`src/rtl/ntt_pkg.sv`:
```
// ntt_pkg: shared constants, types and index arithmetic for the NTT
// issue logic. Imported by the layer sequencer and by the twiddle ROM.
//   bf_cmd(layer, c) : left/right coefficient indices and twiddle ROM
//                      address for issue counter c of a forward layer.
package ntt_pkg;

   localparam int MOD_Q        = 3329;
   localparam int N_COEFF      = 256;
   localparam int N_LAYERS     = 7;
   localparam int N_BFLY_TOTAL = 896;

   typedef logic [15:0] coeff_t;
   typedef logic [7:0]  idx_t;

   typedef enum logic [2:0] {IDLE, ISSUE, DRAIN, FLUSH, DONE} seq_state_e;

   typedef struct packed {
      idx_t       left;
      idx_t       right;
      logic [6:0] k;
   } bf_cmd_t;

   // Layer L has len = 128 >> L; group g = c >> (7-L) starts at g*2*len.
   // Twiddle index k = 2^L + g walks the zeta table in bit-reversed order.
   function automatic bf_cmd_t bf_cmd(input logic [2:0] layer, input logic [6:0] c);
      bf_cmd_t    cmd;
      idx_t       len;
      logic [6:0] g;
      len       = 8'd128 >> layer;
      g         = c >> (3'd7 - layer);
      cmd.left  = idx_t'({1'b0, g} << (4'd8 - {1'b0, layer}))
                | idx_t'(c & 7'(len - 8'd1));
      cmd.right = cmd.left + len;
      cmd.k     = 7'(8'd1 << layer) + g;
      return cmd;
   endfunction

endpackage

```
`src/rtl/ntt_layer_sequencer_if.sv`:
```
// ntt_layer_sequencer_if: command/completion link between the layer
// sequencer (master) and the radix-2 butterfly unit (slave).
//   bf_ready_i     : butterfly accepts a command this cycle
//   bf_valid_o     : command valid
//   left_idx_o     : left coefficient index
//   right_idx_o    : right coefficient index
//   twiddle_o      : zeta for the current group
//   bf_out_valid_i : butterfly completion strobe
// Handshake: a command transfers in every cycle where bf_valid_o and
// bf_ready_i are both high. The master only raises bf_valid_o in cycles
// where bf_ready_i is already high, so bf_valid_o depends combinationally
// on bf_ready_i; index and twiddle fields are registered and stay stable
// while bf_ready_i is low. bf_out_valid_i has no back-pressure.
interface ntt_layer_sequencer_if #(parameter int W = 16);
   logic         bf_ready_i;
   logic         bf_valid_o;
   logic [7:0]   left_idx_o;
   logic [7:0]   right_idx_o;
   logic [W-1:0] twiddle_o;
   logic         bf_out_valid_i;

   modport master (input bf_ready_i, bf_out_valid_i,
                   output bf_valid_o, left_idx_o, right_idx_o, twiddle_o);
   modport slave  (output bf_ready_i, bf_out_valid_i,
                   input bf_valid_o, left_idx_o, right_idx_o, twiddle_o);
endinterface

```
`src/rtl/ntt_twiddle_rom.sv`:
```
// ntt_twiddle_rom: combinational 128 x 16 Kyber zeta table, reference
// values mapped into [0, 3329). Entry 0 is unused by the forward NTT.
//   addr : table index 0..127
//   data : zeta value
module ntt_twiddle_rom
   import ntt_pkg::*;
(
   input  logic [6:0] addr,
   output coeff_t     data
);

   localparam coeff_t ZETAS [128] = '{
      16'd2285, 16'd2571, 16'd2970, 16'd1812, 16'd1493, 16'd1422, 16'd287,  16'd202,
      16'd3158, 16'd622,  16'd1577, 16'd182,  16'd962,  16'd2127, 16'd1855, 16'd1468,
      16'd573,  16'd2004, 16'd264,  16'd383,  16'd2500, 16'd1458, 16'd1727, 16'd3199,
      16'd2648, 16'd1017, 16'd732,  16'd608,  16'd1787, 16'd411,  16'd3124, 16'd1758,
      16'd1223, 16'd652,  16'd2777, 16'd1015, 16'd2036, 16'd1491, 16'd3047, 16'd1785,
      16'd516,  16'd3321, 16'd3009, 16'd2663, 16'd1711, 16'd2167, 16'd126,  16'd1469,
      16'd2476, 16'd3239, 16'd3058, 16'd830,  16'd107,  16'd1908, 16'd3082, 16'd2378,
      16'd2931, 16'd961,  16'd1821, 16'd2604, 16'd448,  16'd2264, 16'd677,  16'd2054,
      16'd2226, 16'd430,  16'd555,  16'd843,  16'd2078, 16'd871,  16'd1550, 16'd105,
      16'd422,  16'd587,  16'd177,  16'd3094, 16'd3038, 16'd2869, 16'd1574, 16'd1653,
      16'd3083, 16'd778,  16'd1159, 16'd3182, 16'd2552, 16'd1483, 16'd2727, 16'd1119,
      16'd1739, 16'd644,  16'd2457, 16'd349,  16'd418,  16'd329,  16'd3173, 16'd3254,
      16'd817,  16'd1097, 16'd603,  16'd610,  16'd1322, 16'd2044, 16'd1864, 16'd384,
      16'd2114, 16'd3193, 16'd1218, 16'd1994, 16'd2455, 16'd220,  16'd2142, 16'd1670,
      16'd2144, 16'd1799, 16'd2051, 16'd794,  16'd1819, 16'd2475, 16'd2459, 16'd478,
      16'd3221, 16'd3021, 16'd996,  16'd991,  16'd958,  16'd1869, 16'd1522, 16'd1628
   };

   assign data = ZETAS[addr];

endmodule

```
`src/rtl/ntt_layer_sequencer.sv`:
```
// ntt_layer_sequencer: issues the 896 butterflies of the 7-layer Kyber
// forward NTT (len 128 down to 2), one per cycle while the butterfly is
// ready, with a drain gap between layers, then waits for all completions.
//   clk, rst_n : clock, asynchronous active-low reset
//   start_i    : begin a transform (sampled only in IDLE)
//   busy_o     : high in every state except IDLE
//   done_o     : one-cycle pulse after the last completion
//   err_o      : sticky unexpected-completion flag, cleared on start
//   layer_o    : current layer 0..6
//   state_o    : FSM state (debug)
//   bf         : butterfly command/completion link (master side)
module ntt_layer_sequencer
   import ntt_pkg::*;
#(
   parameter int W          = 16,
   parameter int BF_LATENCY = 4,
   parameter int DRAIN_GAP  = 3
) (
   input  logic       clk,
   input  logic       rst_n,
   input  logic       start_i,
   output logic       busy_o,
   output logic       done_o,
   output logic       err_o,
   output logic [2:0] layer_o,
   output seq_state_e state_o,
   ntt_layer_sequencer_if.master bf
);

   // Never drain for less than the butterfly needs to commit its writes.
   localparam int         GAP      = (DRAIN_GAP < BF_LATENCY - 1) ? BF_LATENCY - 1 : DRAIN_GAP;
   localparam logic [3:0] GAP_LAST = 4'(GAP - 1);
   localparam logic [9:0] TOTAL    = 10'(N_BFLY_TOTAL);

   seq_state_e   state, state_nxt;
   logic [6:0]   c;
   logic [2:0]   layer;
   logic [3:0]   dcnt;
   logic [9:0]   outcnt;
   logic         err;
   idx_t         left_q, right_q;
   logic [W-1:0] tw_q;

   logic         issue, last_c, drain_end, start_ok, err_hit, cnt_en, flush_end, load_cmd;
   logic [2:0]   cmd_layer;
   logic [6:0]   cmd_c;
   bf_cmd_t      cmd;
   coeff_t       rom_data;

   assign issue     = (state == ISSUE) && bf.bf_ready_i;
   assign last_c    = (c == 7'd127);
   assign drain_end = (state == DRAIN) && (dcnt == GAP_LAST);
   assign start_ok  = (state == IDLE) && start_i;
   assign err_hit   = bf.bf_out_valid_i && ((state == IDLE) || (outcnt == TOTAL));
   assign cnt_en    = bf.bf_out_valid_i && !err_hit;
   // Look at the count after this cycle's completion so DONE follows the
   // last completion directly.
   assign flush_end = (outcnt == TOTAL) || (cnt_en && (outcnt == TOTAL - 10'd1));

   // State register
   always_ff @(posedge clk or negedge rst_n) begin
      if (!rst_n) state <= IDLE;
      else        state <= state_nxt;
   end

   // Next-state logic
   always_comb begin
      state_nxt = state;
      case (state)
         IDLE:    if (start_i) state_nxt = ISSUE;
         ISSUE:   if (issue && last_c) state_nxt = (layer == 3'd6) ? FLUSH : DRAIN;
         DRAIN:   if (dcnt == GAP_LAST) state_nxt = ISSUE;
         FLUSH:   if (flush_end) state_nxt = DONE;
         DONE:    state_nxt = IDLE;
         default: state_nxt = IDLE;
      endcase
   end

   // Output logic
   always_comb begin
      busy_o        = (state != IDLE);
      done_o        = (state == DONE);
      bf.bf_valid_o = issue;
   end

   // The command registers always hold the command about to be issued, so
   // they are loaded with the next (layer, c) whenever ISSUE is entered or
   // an issue inside a layer is accepted.
   always_comb begin
      cmd_layer = layer;
      cmd_c     = c + 7'd1;
      load_cmd  = 1'b0;
      case (state)
         IDLE: begin
            cmd_layer = 3'd0;
            cmd_c     = 7'd0;
            load_cmd  = start_i;
         end
         ISSUE: load_cmd = issue && !last_c;
         DRAIN: begin
            cmd_layer = layer + 3'd1;
            cmd_c     = 7'd0;
            load_cmd  = drain_end;
         end
         default: ;
      endcase
   end

   assign cmd = bf_cmd(cmd_layer, cmd_c);

   ntt_twiddle_rom u_rom (
      .addr (cmd.k),
      .data (rom_data)
   );

   always_ff @(posedge clk or negedge rst_n) begin
      if (!rst_n) begin
         c       <= '0;
         layer   <= '0;
         dcnt    <= '0;
         outcnt  <= '0;
         err     <= 1'b0;
         left_q  <= '0;
         right_q <= '0;
         tw_q    <= '0;
      end else begin
         if (start_ok) begin
            c      <= '0;
            layer  <= '0;
            outcnt <= '0;
         end else begin
            if (issue)     c      <= c + 7'd1;   // 127 wraps to 0 for the next layer
            if (drain_end) layer  <= layer + 3'd1;
            if (cnt_en)    outcnt <= outcnt + 10'd1;
         end
         dcnt <= (state == DRAIN) ? dcnt + 4'd1 : 4'd0;
         if (err_hit)       err <= 1'b1;
         else if (start_ok) err <= 1'b0;
         if (load_cmd) begin
            left_q  <= cmd.left;
            right_q <= cmd.right;
            tw_q    <= W'(rom_data);
         end
      end
   end

   assign err_o          = err;
   assign layer_o        = layer;
   assign state_o        = state;
   assign bf.left_idx_o  = left_q;
   assign bf.right_idx_o = right_q;
   assign bf.twiddle_o   = tw_q;

endmodule

```
`src/flat_wrapper.sv`:
```
// flat-port wrapper written by rule: the top's interface ports become plain ports
module ntt_layer_sequencer_flat import ntt_pkg::*;
#(
   parameter int W          = 16,
   parameter int BF_LATENCY = 4,
   parameter int DRAIN_GAP  = 3
)
  (clk, rst_n, start_i, busy_o, done_o, err_o, layer_o, state_o, bf_bf_ready_i, bf_bf_out_valid_i, bf_bf_valid_o, bf_left_idx_o, bf_right_idx_o, bf_twiddle_o);
  ntt_layer_sequencer_if #(.W(W)) bf_i ();
  input  logic clk;
  input  logic rst_n;
  input  logic start_i;
  output logic busy_o;
  output logic done_o;
  output logic err_o;
  output logic [2:0] layer_o;
  output seq_state_e state_o;
  input wire logic [$bits(bf_i.bf_ready_i)-1:0] bf_bf_ready_i;
  input wire logic [$bits(bf_i.bf_out_valid_i)-1:0] bf_bf_out_valid_i;
  output wire logic [$bits(bf_i.bf_valid_o)-1:0] bf_bf_valid_o;
  output wire logic [$bits(bf_i.left_idx_o)-1:0] bf_left_idx_o;
  output wire logic [$bits(bf_i.right_idx_o)-1:0] bf_right_idx_o;
  output wire logic [$bits(bf_i.twiddle_o)-1:0] bf_twiddle_o;
  assign bf_i.bf_ready_i = bf_bf_ready_i;
  assign bf_i.bf_out_valid_i = bf_bf_out_valid_i;
  assign bf_bf_valid_o = bf_i.bf_valid_o;
  assign bf_left_idx_o = bf_i.left_idx_o;
  assign bf_right_idx_o = bf_i.right_idx_o;
  assign bf_twiddle_o = bf_i.twiddle_o;
  ntt_layer_sequencer #(.W(W), .BF_LATENCY(BF_LATENCY), .DRAIN_GAP(DRAIN_GAP)) u_core (.clk(clk), .rst_n(rst_n), .start_i(start_i), .busy_o(busy_o), .done_o(done_o), .err_o(err_o), .layer_o(layer_o), .state_o(state_o), .bf(bf_i));
endmodule
```
`config.mk`:
```
export PLATFORM = sky130hd
export DESIGN_NAME = ntt_layer_sequencer_flat
export DESIGN_NICKNAME = d
export VERILOG_FILES = /design/src/rtl/ntt_pkg.sv /design/src/rtl/ntt_layer_sequencer_if.sv /design/src/rtl/ntt_twiddle_rom.sv /design/src/rtl/ntt_layer_sequencer.sv /design/src/flat_wrapper.sv
export SDC_FILE = /design/constraint.sdc
export NUM_CORES = 1
export LEC_CHECK = 0
export BUFFER_PORTS_ARGS = -buffer_cell sky130_fd_sc_hd__buf_2
export CORE_MARGIN = 4
export CORE_UTILIZATION = 35
export DETAILED_ROUTE_END_ITERATION = 10
export GPL_TIMING_DRIVEN = 0
export PLACE_DENSITY = 0.57
export SLEW_MARGIN = 20
export SYNTH_ARGS = -nofsm -noshare
export SYNTH_HDL_FRONTEND = slang
export SYNTH_HIERARCHICAL = 1
export SYNTH_SLANG_ARGS = --single-unit
export TNS_END_PERCENT = 1
```
`constraint.sdc`:
```
create_clock -name clk -period 8.2 [get_ports clk]
set_input_delay 1.64 -clock clk [delete_from_list [all_inputs] [get_ports clk]]
set_output_delay 1.64 -clock clk [all_outputs]
set_load 0.01 [all_outputs]
```
# Word level (Yosys, flattened, before mapping)
# Memory sizes are Yosys's and may differ from the RTL's. A register that Yosys moved wholly into a read port is not among the register bits.
# Cells that the tools add are included.
[op_classes] addsub=9 n_eq_ne=13 shifts=4 mux=18 n_bitwise=3 n_reduce_logical=21
[op_table] cell="$mux 7" count=3
[op_table] cell="$eq 10x10->1 const B" count=2
[op_table] cell="$mux 10" count=2
[op_table] cell="$mux 3" count=6
[op_table] cell="$pmux 3 s4" count=1
[op_table] cell="$add 10x1->10 const B" count=1
[op_table] cell="$add 8x8->8" count=1
[op_table] cell="$logic_and 1x1->1" count=8
[op_table] cell="$not 7->8" count=1
[op_table] cell="$or 8x8->8" count=1
[op_table] cell="$reduce_bool 2->1" count=4
[op_table] cell="$shl 7x4->8" count=1
[op_table] cell="$shr 8x3->8 const A" count=1
[op_table] cell="$add 7x1->7 const B" count=1
[op_table] cell="$add 7x7->7" count=1
[op_table] cell="$and 7x7->7" count=1
[op_table] cell="$eq 7x7->1 const B" count=1
[op_table] cell="$shl 1x3->7 const A" count=1
[op_table] cell="$shr 7x3->7" count=1
[op_table] cell="$sub 7x1->7 const B" count=1
[op_table] cell="$eq 3x2->1 const B" count=2
[op_table] cell="$eq 3x3->1 const B" count=2
[op_table] cell="$ne 2x2->1 const B" count=3
[op_table] cell="$pmux 3 s2" count=1
[op_table] cell="16 further kinds" count=21
[totals] ff_bits=44 mem_bits_ro=2048 inputBits=5 output_inout_bits=42 elab_cells=77 n_memories=1
[mem_list] name="(no name shown)" depth=128 width=16 read_ports=1 rd_clocked_by_memory_dff=1 write_ports=0 line="ntt_twiddle_rom.sv:31" source="assign data = ZETAS[addr];"

# Logic depth before layout (Yosys ltp)
[depth] depth_word=9 mapped_depth=21 ltp_nobuf=20

# Hierarchy
# Netlist, hierarchy kept.
[by_module_without_submodules] module="ntt_layer_sequencer" n_inst=1 cells_each=445 area_per_inst_um2=4001.3 seq_area_each_um2=1501.4
[by_module_without_submodules] module="ntt_twiddle_rom" n_inst=1 cells_each=396 area_per_inst_um2=2610.0 seq_area_each_um2=0.0

# Worst setup path before layout
# Ideal clock, no wire load.
[synth_timing] path_kind="reg-to-reg" from="register u_core.layer[0], in the netlist u_core/layer_o[0]" to="register u_core.tw_q[1], in the netlist u_core/bf.twiddle_o[1]" arrival_time_ns=5.132 required_time_ns=8.075 path_slack_ns=2.943 path_stages_with_launch=22 period_less_slack_ns=5.257 cell_sequence="dfrtp_1 -> inv_1 -> clkbuf_1 -> ha_1 -> a21boi_0 -> nor2_1 -> a21oi_1 -> inv_1 -> ha_1 -> ha_1 -> fa_1 -> buf_2 -> buf_2 -> inv_1 -> ha_1 -> buf_2 -> nor2b_1 -> nor2_1 -> mux4_2 -> o221ai_1 -> nand2_1 -> mux2_2"
[synth_lines] element="start: declaration" line="ntt_layer_sequencer.sv:37" source="logic [2:0] layer;"
[synth_lines] element="start signal: assignment" line="ntt_layer_sequencer.sv:133" source="if (drain_end) layer <= layer + 3'd1;"
[synth_lines] element="end: declaration" line="ntt_layer_sequencer.sv:42" source="logic [W-1:0] tw_q;"

==> impl_metrics.yaml <==
hold_path:
  min_path_type: "reg2reg"
  hp-start: "u_core/bf.left_idx_o[7]"
synthesis:
  netlist_instances: 841
  post-synth-top-area-cell: "dfrtp_1"
  synth_cell_type_count: 84
  synth_seq_cells: 60
  postSynthAreaPerCell_um2: 7.86
  syn_area_um2: 6610
  synthArstFlopShare: 1.00
  netlist_top_cells_area: "dfrtp_1 (23%), ha_1 (6.1%), mux2_2 (5.5%)"
  synthTopCellsByCount: "nor2_1 (82), nand2_1 (79), o21ai_0 (69)"
  yosys.cell_count.top_type: "nor2_1"
  yosysSeqAreaShare: 0.227
  yosys_warnings: 6
  yosys_most_used_dff: "dfrtp_1"
  yosysTopAreaCellShare: 0.227
  synth_edf_count: 0
timing:
  fin_crit_sh: 0.851
  worst_hold_slack_ns: 0.461
  slew_headroom: 0.273
  totalNegativeSetupSlack_ns: 0
  max_freq_ghz: 0.143
  finalCriticalPeriod_ns: 6.98
  worstMarginPinSlew_ns: 1.08
  clock_skew_ns: 0.00945
  timing.final.hold_violations: 0
  rsz0062_at_grt: "false"
  setup_viol: 0
  drv_slew: 0
clock_network:
  clock-sinks: 60
  htree_num_levels: 3
  insertion_delay_ns: 0.34
  cts-root-buf: "clkbuf_16"
  cts_made_buffers: 9
  postCtsHoldBufs: 0
  cts_setup_buffers: 0
  cts_tree: "yes"
  cts_resized: 0
  path_clk_slew_ns: 0.06
  clock_path_buffers: 2
detailed_routing:
  totalWireLength_um: 26800
  ant_nets: 0
  vias_per_cell: 6.40
  vias: 7294
  drt-wirelength-per-cell_um: 23.5
  drtPass1Iterations: 7
  drtIter0Drc: 916
  drc: 0
status:
  outcome: "completed"
power_and_ir_drop:
  peakVddDrop_uv: 122
  powerDensity_nw_per_um2: 322
  p_leak_nw: 3.17
  power_mw: 2.41
layout:
  fin_nets: 940
  diodes: 0
  n_fill_cell: 1967
  area_growth_pct: 12.9
  drive_gt1_frac: 0.175
global_routing:
  met2_usage: 0.400
  busiest_layer: "met2"
  grt_max_degree: 61
  grt-ovfl-total: 0
  use_met1: 0.298
  grt_pass1_vias: 7125
  grt_use_total: 0.248
  antenna_found_initial: 1
  use_met3: 0.0592
  grt_pass1_wl_um: 41500
die:
  io-pin-count: 47
  dieHeight_um: 145
  die_w_um: 145
  rows: 50
  start_util: 0.355
  dieArea_um2: 21200
  core_um2: 18600
flow_run:
  cap_viol_max_count: 0
placement:
  port_buffers: 46
  hpwl_um: 19600
  gp_congestion: 1.04
setup_path:
  cp-endpoint: "u_core/bf.twiddle_o[10]"
  crit_required_ns: 8.48
  timing.rr.start: "u_core/layer_o[0]"
  cp_max_fo: 10
  r2r_slack_ns: 1.22
  reg2reg_depth: 21
  crit_type: "reg2reg"
  cp-start-kind: "flop"
  arrival_ns: 7.26
  end_kind: "flop"
  reg2reg_to: "u_core/bf.twiddle_o[10]"
  setup.worst_path.start: "u_core/layer_o[0]"
[flip-flops by register name (all words and copies together) (netlist names)]
signal	flops
u_core/c	7
u_core/err_o	1
u_core/bf.twiddle_o	16
u_core/bf.left_idx_o	8
u_core/layer_o	3
u_core/state_o	3
u_core/outcnt	10
u_core/dcnt	4
u_core/bf.right_idx_o	8
[cell usage in the layout (no fill, tap or decap), types with 6 or more instances in the layout]
master	instances
nand2_1	79
nor2_1	82
o22ai_1	7
o211ai_1	15
nor2b_1	18
a31oi_1	8
xnor2_1	11
o221ai_1	9
mux4_2	10
xor2_1	17
clkbuf_16	9
and2_1	13
nand3_1	23
a32oi_1	6
mux2_2	32
clkbuf_1	30
dfrtp_1	60
inv_1	25
nand2b_1	19
nor3_1	18
a21o_1	10
a21oi_1	49
ha_1	32
buf_2	68
a211oi_1	16
o31ai_1	10
a311oi_1	6
mux2i_1	7
o311ai_0	10
o21ai_0	69
or3_1	12
buf_4	12
[cells by family after synthesis]
kind of cell | Yosys count | share of synthesized area
DFF | 60 | 0.227
AOI/OAI and AO/OA | 268 | 0.271
xor gates and xnor gates | 28 | 0.0371
adders and majority gates | 34 | 0.0666
muxes | 49 | 0.0992
and+or+nand+nor | 304 | 0.230
buffers and inverters | 97 | 0.0691
other | 1 | 0.000567
[worst max-delay path: stages (launching register included)]
cell	delay (ns)
dfrtp_1	0.49
inv_1	0.14
clkbuf_1	0.40
ha_1	0.38
a21boi_0	0.19
nor2_1	0.05
a21oi_1	0.45
inv_1	0.20
ha_1	0.27
ha_1	0.23
fa_1	0.66
buf_2	0.28
buf_2	0.22
inv_1	0.32
ha_1	0.24
clkbuf_1	0.43
nor2b_1	0.78
nor3b_1	0.13
a211oi_1	0.25
o22ai_1	0.12
nor3_1	0.43
mux2_2	0.24
[through the flow]
step | std cells | setup WS [ns] | cell area [um^2] | utilization
final | 1140 | 1.22 | 7470 | 0.401
after floorplan | 844 | 2.94 | 6620 | -
after global placement | 1124 | 1.29 | 7150 | 0.383
after global routing | 1140 | 0.902 | 7470 | 0.401
after detailed placement | 1124 | 1.45 | 7150 | 0.383
after CTS | 1140 | 1.44 | 7470 | 0.401
[power breakdown]
group	switching [mW]	internal (mW)	total, mW	leakage [nW]
registers	0.0433	0.366	0.409	0.740
logic	1.01	0.578	1.59	2.28
clock network	0.144	0.268	0.412	0.154
[metal layers]
metal | share of wire | wire length (um) | vias to the layer above
met5 | 0.00052 | 14 | -
met4 | 0.069 | 1840 | 2
met3 | 0.087 | 2330 | 159
met2 | 0.45 | 12200 | 458
met1 | 0.39 | 10500 | 3446
li1 | - | - | 3229
[worst min-delay path by stage]
| stage | slack, ns | to | cells after the start |
|---|---|---|---|
| 2_1_floorplan | 0.45 | u_core/dcnt[0] | 1 |
| 3_5_place_dp | 0.45 | u_core/bf.left_idx_o[7] | 2 |
| 4_1_cts | 0.47 | u_core/bf.left_idx_o[7] | 2 |
| 6_report | 0.46 | u_core/bf.left_idx_o[7] | 2 |
| 3_3_place_gp | 0.46 | u_core/bf.right_idx_o[5] | 2 |
| 5_1_grt | 0.50 | u_core/bf.left_idx_o[7] | 2 |
[area by class of cell]
type | count | area [um^2] | area share
Multi-Input combinational cell | 687 | 4660 | 0.625
Buffer | 69 | 352 | 0.0471
Clock buffer | 11 | 233 | 0.0312
Inverter | 28 | 105 | 0.0141
Sequential cell | 60 | 1500 | 0.201
Tap cell | 234 | 293 | 0.0392
Clock inverter | 5 | 86.3 | 0.0116
Timing Repair Buffer | 46 | 233 | 0.0312
Note: power is estimated with default switching activity, not from simulation.
